**src/rtl/irrigation_cycle_timer.sv**
```systemverilog
// Fill-then-clean irrigation sequencer: fills until the upper sensor trips (or times out),
// then counts a two-digit BCD clean period down with the drain open and strobes done.
module irrigation_cycle_timer #(
    parameter logic [3:0] CLEAN_TENS   = 4'd5,
    parameter logic [3:0] CLEAN_UNITS  = 4'd9,
    parameter logic [6:0] FILL_TIMEOUT = 7'd90
) (
    input  logic       clk,
    input  logic       pulse,
    input  logic       tick,
    input  logic       start,
    input  logic       Us,
    input  logic       alin,
    output logic       fill_valve,
    output logic       drain_valve,
    output logic [3:0] sec_tens,
    output logic [3:0] sec_units,
    output logic       reach_zero,
    output logic       busy,
    output logic       done,
    output logic       fault
);

    typedef enum logic [2:0] {
        S_IDLE,
        S_FILL,
        S_CLEAN,
        S_DONE,
        S_FAULT
    } state_t;

    state_t     state;
    state_t     state_nx;
    logic [6:0] fill_cnt;
    logic [6:0] fill_cnt_nx;
    logic [3:0] tens_nx;
    logic [3:0] units_nx;

    logic fill_valve_nx;
    logic drain_valve_nx;
    logic reach_zero_nx;
    logic busy_nx;
    logic done_nx;
    logic fault_nx;

    logic run_tick;
    logic count_zero;
    logic fill_expire;

    // alin swallows a coincident tick: it is dropped, never deferred
    assign run_tick    = tick & ~alin;
    assign count_zero  = (sec_tens == 4'd0) && (sec_units == 4'd0);
    assign fill_expire = run_tick && (fill_cnt == FILL_TIMEOUT - 7'd1);

    // NOTE: non-blocking assignments so every register samples pre-edge values together.
    always_ff @(posedge clk) begin : state_reg
        if (pulse) begin
            state       <= S_IDLE;
            fill_cnt    <= 7'd0;
            sec_tens    <= 4'd0;
            sec_units   <= 4'd0;
            fill_valve  <= 1'b0;
            drain_valve <= 1'b0;
            reach_zero  <= 1'b0;
            busy        <= 1'b0;
            done        <= 1'b0;
            fault       <= 1'b0;
        end else begin
            state       <= state_nx;
            fill_cnt    <= fill_cnt_nx;
            sec_tens    <= tens_nx;
            sec_units   <= units_nx;
            fill_valve  <= fill_valve_nx;
            drain_valve <= drain_valve_nx;
            reach_zero  <= reach_zero_nx;
            busy        <= busy_nx;
            done        <= done_nx;
            fault       <= fault_nx;
        end
    end

    // NOTE: every signal gets a default before the case so no path can infer a latch.
    always_comb begin : next_state_logic
        state_nx    = state;
        fill_cnt_nx = fill_cnt;
        tens_nx     = sec_tens;
        units_nx    = sec_units;
        case (state)
            S_IDLE: begin
                if (start) begin
                    state_nx    = S_FILL;
                    fill_cnt_nx = 7'd0;
                end
            end
            S_FILL: begin
                if (run_tick) begin
                    fill_cnt_nx = fill_cnt + 7'd1;
                end
                // the level sensor takes priority over a timeout on the same cycle
                if (Us) begin
                    state_nx = S_CLEAN;
                    tens_nx  = CLEAN_TENS;
                    units_nx = CLEAN_UNITS;
                end else if (fill_expire) begin
                    state_nx = S_FAULT;
                end
            end
            S_CLEAN: begin
                if (count_zero) begin
                    state_nx = S_DONE;
                end else if (run_tick) begin
                    if (sec_units == 4'd0) begin
                        units_nx = 4'd9;
                        tens_nx  = sec_tens - 4'd1;
                    end else begin
                        units_nx = sec_units - 4'd1;
                    end
                end
            end
            S_DONE: begin
                state_nx = S_IDLE;
            end
            S_FAULT: begin
                state_nx = S_FAULT;
            end
            default: begin
                state_nx = S_IDLE;
            end
        endcase
    end

    // Outputs are decoded from the next state so they register alongside it.
    always_comb begin : output_logic
        fill_valve_nx  = (state_nx == S_FILL) && !alin;
        drain_valve_nx = (state_nx == S_CLEAN) && !alin;
        reach_zero_nx  = (state_nx == S_CLEAN) && (tens_nx == 4'd0) && (units_nx == 4'd0);
        busy_nx        = (state_nx == S_FILL) || (state_nx == S_CLEAN) || (state_nx == S_DONE);
        done_nx        = (state_nx == S_DONE);
        fault_nx       = (state_nx == S_FAULT);
    end

endmodule

```
**config.mk**
```make
export PLATFORM = sky130hd
export DESIGN_NAME = irrigation_cycle_timer
export DESIGN_NICKNAME = d
export VERILOG_FILES = /design/src/rtl/irrigation_cycle_timer.sv
export SDC_FILE = /design/constraint.sdc
export NUM_CORES = 1
export LEC_CHECK = 0
export CORE_UTILIZATION = 56
export DETAILED_ROUTE_END_ITERATION = 8
export GPL_TIMING_DRIVEN = 0
export PLACE_DENSITY = 0.83
export SLEW_MARGIN = 20
export SYNTH_ARGS = -nofsm -noshare
export SYNTH_HDL_FRONTEND = slang
export SYNTH_SLANG_ARGS = --single-unit
```
**constraint.sdc**
```tcl
create_clock -name clk -period 3.6 [get_ports clk]
set_clock_uncertainty 0.05 [all_clocks]
set_input_delay 0.9 -clock clk [delete_from_list [all_inputs] [get_ports clk]]
set_output_delay 0.9 -clock clk [all_outputs]
set_load 0.005 [all_outputs]
```
==> results.md, run 1 <==
- CP required: approximately 3.8 ns
- Die width: 49.8 um
- Max Root-Sink Buffers: 2
- Syn_nets: 156
- Fin util: 0.750
- Worst vdd ir: 276 uV
- Crit. Startpoint: alin
- Synth Warn #: 0
- # diodes: 0
- Post-synthesis cell type count: just under 50
- Post-Syn Instances: roughly 150
- Vias per cell: a little over 6
- Outcome: complete, no violations
- All-Layer GR Usage: 0.256
- R2r setup slk: approximately 1.1 ns
- Top Registers: fill_cnt: 7 flops, sec_tens: 4 flops, sec_units: 4 flops
- Max FFs per register: 7
- Starting Density: 0.621
- Pre-Repair DR Iteration Count: 4
- Nets: approximately 180
- Worst R2R Path Depth: 7
- Largest net degree at the start of global routing: 15
- Inst Count DP: about 190
- Most frequent cells in the layout: dfxtp_1 (24), nor2_1 (20), clkdlybuf4s50_1 (18)
- Post-CTS Resized: 0
- Final Wtd Congestion: ~0.93
- RSZ-0062 raised after global routing: no
- Hold path depth: 2
- R2r endpoint: reach_zero
- Largest Register: fill_cnt
- Max-cap violations: 0
- Most common cell after layout, fill and taps aside: dfxtp_1
- Setup TNS: 0 ns
- Post-DR wirelength/cell: between 10 and 15 um
- Main synth FF type: dfxtp_1
- Layout cell share with drive strength beyond 1: 0.107
- Vias: between 1,000 and 1,500
- Area Growth Syn to Fin: 20.8%
- Detailed placement HPWL: roughly 2100 um
- Worst setup path endpoint: reach_zero
- Post-synth EDFFs: 0
- Vias in the first global route: approximately 1,100
- Arrival @ worst endpoint: 3.16 ns
- DRC Markers: 0
- Post-Place Cell Area: 1490 um^2
- Final Hold Viols: 0
- Critical Path Sink Type: register
- Crit share post-route: 0.830
- CP startpoint kind: primary input
- Detail Route Antenna Nets: 0
- Post-cts hold buffer count: 0
- Class of the worst hold path: reg -> reg
- Yosys reg bits: 24
- I/O pins: 20
- Num rows: 16
- Chip Height: ~50 um
- Design area: approximately 1500 um^2
- CTS tree: built
- Crit-path max FO: 6
- Clk_lat worst skew: ~0.31 ns
- Final slew viol count: 0
- Initial DRC count: 29
- Clock transition at path regs: around 0.14 ns
- Pleak: ~0.00057 uW
- H-tree level count: 1
- Critical path class: in -> reg
- Post-CTS Setup Bufs: 0
- Worst slew pin tran: slightly below 0.7 ns
- Fmax: about 330 MHz
- Worst reg2reg startpoint: sec_tens[0]
- Final min period: between 2 and 3 ns
- Die area: 2480 um^2
- Clock sinks: 24
- Non-Filler Instances: between 150 and 200
- Sequential area share after synthesis: 0.375
- Average cell area after synthesis: 8.71 um^2
- Post-Syn Area: about 1300 um^2
- Initial antenna violation count: 0
- Ys async rst share: 0
- Core area: approximately 2100 um^2
- CTS Buf Count: 3
- Pwr Density: 379 nW/um^2
- GR Overflow Total: 0
- Final setup violating endpoints: 0
- Global-route wire length before repair: just under 5000 um
- WL final: about 2900 um
- CTS Root Cell: clkbuf_4
- IO Port Bufs: 18
- Slew HR: 0.540
==> cells by family (layout without fill, tap and decap cells) <==
kind of cell / Yosys count / count (layout) / synth area share
and+or+nand+nor: 70 / 70 / 0.314
AOI/OAI and AO/OA: 29 / 29 / 0.165
DFF: 24 / 24 / 0.375
buffers and inverters: 13 / 35 / 0.0557
xor gates and xnor gates: 6 / 6 / 0.0411
adders and majority gates: 3 / 3 / 0.0293
muxes: 2 / 2 / 0.0195
==> layer usage <==
layer	global-route usage	vias to the layer above	part of all wire
li1	-	572	-
met1	0.345	565	0.45
met2	0.426	43	0.48
met3	0.0401	4	0.055
met4	0.0619	0	0.0091
met5	0	-	0
==> metrics by stage <==
step | setup WS [ns] | total power, uW | hold WS [ns]
after floorplan | 0.956 | 357 | 0.429
after global placement | 0.310 | 393 | 0.450
after detailed placement | 0.313 | 396 | 0.461
after CTS | 0.630 | 586 | 0.514
after global routing | 0.576 | 608 | 0.552
final | 0.612 | 586 | 0.508
==> layout make-up <==
class / instances / area [um^2]
flip-flops and latches: 24 / 480
fillers: 164 / 515
multi-input cells: 110 / 728
inverters: 8 / 30.0
well taps: 27 / 33.8
plain buffers: 5 / 41.3
clock buffers: 3 / 22.5
clock inverters: 1 / 30.0
repair buffers: 18 / 180
==> where the power goes <==
part	leakage [uW]	switching, uW	internal [uW]
Clock	0.0000279	81.4	112
Combinational	0.000351	57.5	48.1
Sequential	0.000195	10.3	276
Total	0.000574	149	436
==> how the worst min path moves through the flow <==
stage / startpoint / to / slack [ns]
floorplan: fill_cnt[6] / fill_cnt[6] / 0.43
global placement: fill_cnt[6] / fill_cnt[6] / 0.45
detailed placement: fill_cnt[6] / fill_cnt[6] / 0.46
CTS: fill_cnt[6] / fill_cnt[6] / 0.51
global route: fill_cnt[6] / fill_cnt[6] / 0.55
finish: fill_cnt[6] / fill_cnt[6] / 0.51
==> cells in the mapped netlist (2+ instances only) <==
master / instances / area, um^2
nand4bb_1: 2 / 22.5
and3_2: 2 / 15.0
nand3b_1: 2 / 15.0
nor2_1: 20 / 75.1
a22oi_1: 2 / 15.0
buf_4: 2 / 15.0
nor3_1: 6 / 30.0
o21ai_0: 3 / 15.0
nand3_1: 2 / 10.0
and3_1: 3 / 18.8
inv_1: 8 / 30.0
ha_1: 3 / 37.5
dfxtp_1: 24 / 480
nor3b_1: 3 / 22.5
nand2b_1: 4 / 25.0
or2_2: 2 / 12.5
xor2_1: 5 / 43.8
clkbuf_1: 2 / 7.51
a21oi_1: 10 / 50.1
nand2_1: 10 / 37.5
nand4_1: 4 / 25.0
==> critical path, cell delays in order <==
cell	delay [ns]
clkdlybuf4s50_1	0.52
or4b_4	0.57
a2111oi_4	0.42
mux2_4	0.34
and4b_1	0.21
and4_1	0.20
No activity file was read; power rests on OpenSTA's default activity.
==> run 2, diff against run 1 <==
Settings changed: CORE_UTILIZATION 56 to 47, PLACE_DENSITY 0.83 to 0.74.
Clock period 3.6 ns to 2.6 ns, I/O delays scaled along.
==> results.md, run 2 (synthesis results as in run 1) <==
- Vias per cell: 5.68
- CP required: about 2.8 ns
- Final Hold Viols: 0
- Max-cap violations: 0
- Initial DRC count: 19
- Detailed placement HPWL: between 2000 and 2500 um
- Post-DR wirelength/cell: between 10 and 15 um
- Num rows: 18
- Largest Register: fill_cnt
- CTS tree: built
- WL final: about 2800 um
- R2r endpoint: reach_zero
- Crit share post-route: 0.921
- Post-Place Cell Area: about 1500 um^2
- Final min period: around 2.4 ns
- I/O pins: 20
- Worst hold slack: 0.501 ns
- RSZ-0062 raised after global routing: no
- Comb pwr share: 0.203
- Internal: 535 uW
- Largest net degree at the start of global routing: 14
- Pwr Density: approximately 470 nW/um^2
- Hold EP: fill_cnt[6]
- Global-route wire length before repair: 4500 um
- # diodes: 0
- Hold Path Origin: fill_cnt[6]
- Clk_lat worst skew: about 0.31 ns
- Nets: between 150 and 200
- Flop pwr share: 0.538
- Detail Route Antenna Nets: 0
- CTS Buf Count: 3
- Layout cell share with drive strength beyond 1: 0.117
- Worst reg2reg startpoint: sec_tens[0]
- Sw power: approximately 200 uW
- Pleak: slightly below 0.0006 uW
- Slew HR: 0.532
- Worst vdd ir: approximately 350 uV
- Critical path class: reg -> reg
- Setup WS pre-CTS: -0.443 ns
- Outcome: complete, no violations
- Core area: ~2500 um^2
- Final slew viol count: 0
- Initial antenna violation count: 0
- Class of the worst hold path: reg -> reg
- R2r setup slk: 0.20 ns
- All-Layer GR Usage: 0.215
- Chip Height: approximately 54 um
- Max Root-Sink Buffers: 2
- Vias: 1,142
- CTS Root Cell: clkbuf_4
- Final Wtd Congestion: approximately 0.85
- IO Port Bufs: 18
- Fmax: between 400 and 500 MHz
- Sw Ratio: 0.271
- Crit-path max FO: 6
- DRC Markers: 0
- Fin util: 0.616
- Clock transition at path regs: 0.13 ns
- Critical Path Sink Type: register
- Clock power frac: 0.259
- Final setup violating endpoints: 0
- Hold path depth: 2
- Worst R2R Path Depth: 7
- Design area: 1550 um^2
- Max FFs per register: 7
- Die area: roughly 2900 um^2
- H-tree level count: 1
- Clock sinks: 24
- Area Growth Syn to Fin: 21.4%
- GR Overflow Total: 0
- Most common cell after layout, fill and taps aside: dfxtp_1
- Arrival @ worst endpoint: about 2.6 ns
- Top Registers: fill_cnt: 7 flops, sec_tens: 4 flops, sec_units: 4 flops
- CP startpoint kind: register
- Vias in the first global route: around 1,000
- Die width: approximately 54 um
- Most frequent cells in the layout: dfxtp_1 (24), nor2_1 (20), clkdlybuf4s50_1 (16)
- Pre-Repair DR Iteration Count: 4
- Starting Density: 0.507
- Final worst setup slack: 0.204 ns
- Worst slew pin tran: about 0.7 ns
[run 2: cell types whose count changed in the layout (fill, tap and decap cells not counted), sizes merged]
cell | previous run | this run
buf | 2 | 4
bufinv | 1 | 0
clkbuf | 5 | 6
clkdlybuf4s50 | 18 | 16
dlymetal6s2s | 0 | 2
[run 2: worst max path at each step]
stage | to | start | slack, ns
2_1_floorplan | reach_zero | alin | 0.21
3_3_place_gp | reach_zero | alin | -0.42
3_5_place_dp | reach_zero | alin | -0.44
4_1_cts | reach_zero | alin | 0.02
5_1_grt | reach_zero | sec_tens[0] | 0.05
6_report | reach_zero | sec_tens[0] | 0.20
[run 2: critical path, stage by stage (launching register included)]
cell and delay [ns]:
dfxtp_1 0.38, inv_1 0.07, ha_1 0.21, nor3b_1 0.61, a41oi_1 0.20, a311oi_1 0.40
and4b_1 0.24, and4_1 0.19
[run 2: cell type report]
cell class | count | area, um^2
fill | 225 | 968
inverter | 8 | 30.0
clock buffer | 4 | 36.3
multi-input combinational | 110 | 728
timing repair buffer | 20 | 200
sequential | 24 | 480
tap | 30 | 37.5
buffer | 5 | 41.3
[run 2: routing by layer]
layer | global-route usage | part of all wire | up-vias
li1 | - | - | 578
met1 | 0.279 | 0.47 | 538
met2 | 0.356 | 0.49 | 22
met3 | 0.0282 | 0.036 | 4
met4 | 0.0855 | 0.011 | 0
met5 | 0 | 0 | -
[run 2: per-stage QoR]
stage | std cells | TNS [ns] | total power (uW)
2_1_floorplan | 147 | 0 | 495
3_3_place_gp | 195 | -0.596 | 543
3_5_place_dp | 195 | -0.670 | 549
4_1_cts | 199 | 0 | 737
5_1_grt | 201 | 0 | 774
6_report | 201 | 0 | 734
[run 2: what timing repair did]
action | 4_1_cts | 5_1_grt
hold buffers | 0 | 0
setup buffers | 0 | 2
gates resized for setup | 0 | 2
hold endpoints to repair | 0 | 0
pin swaps | 1 | 1
endpoints found under the setup margin | 1 | 1
gates cloned | 0 | 0
[run 2: power groups by stage]
stage | clock network (uW) | logic (uW) | registers [uW]
3_3_place_gp | 0 | 141 | 403
4_1_cts | 196 | 147 | 395
2_1_floorplan | 0 | 92.9 | 402
6_report | 190 | 149 | 395
5_1_grt | 213 | 163 | 397
3_5_place_dp | 0 | 146 | 403
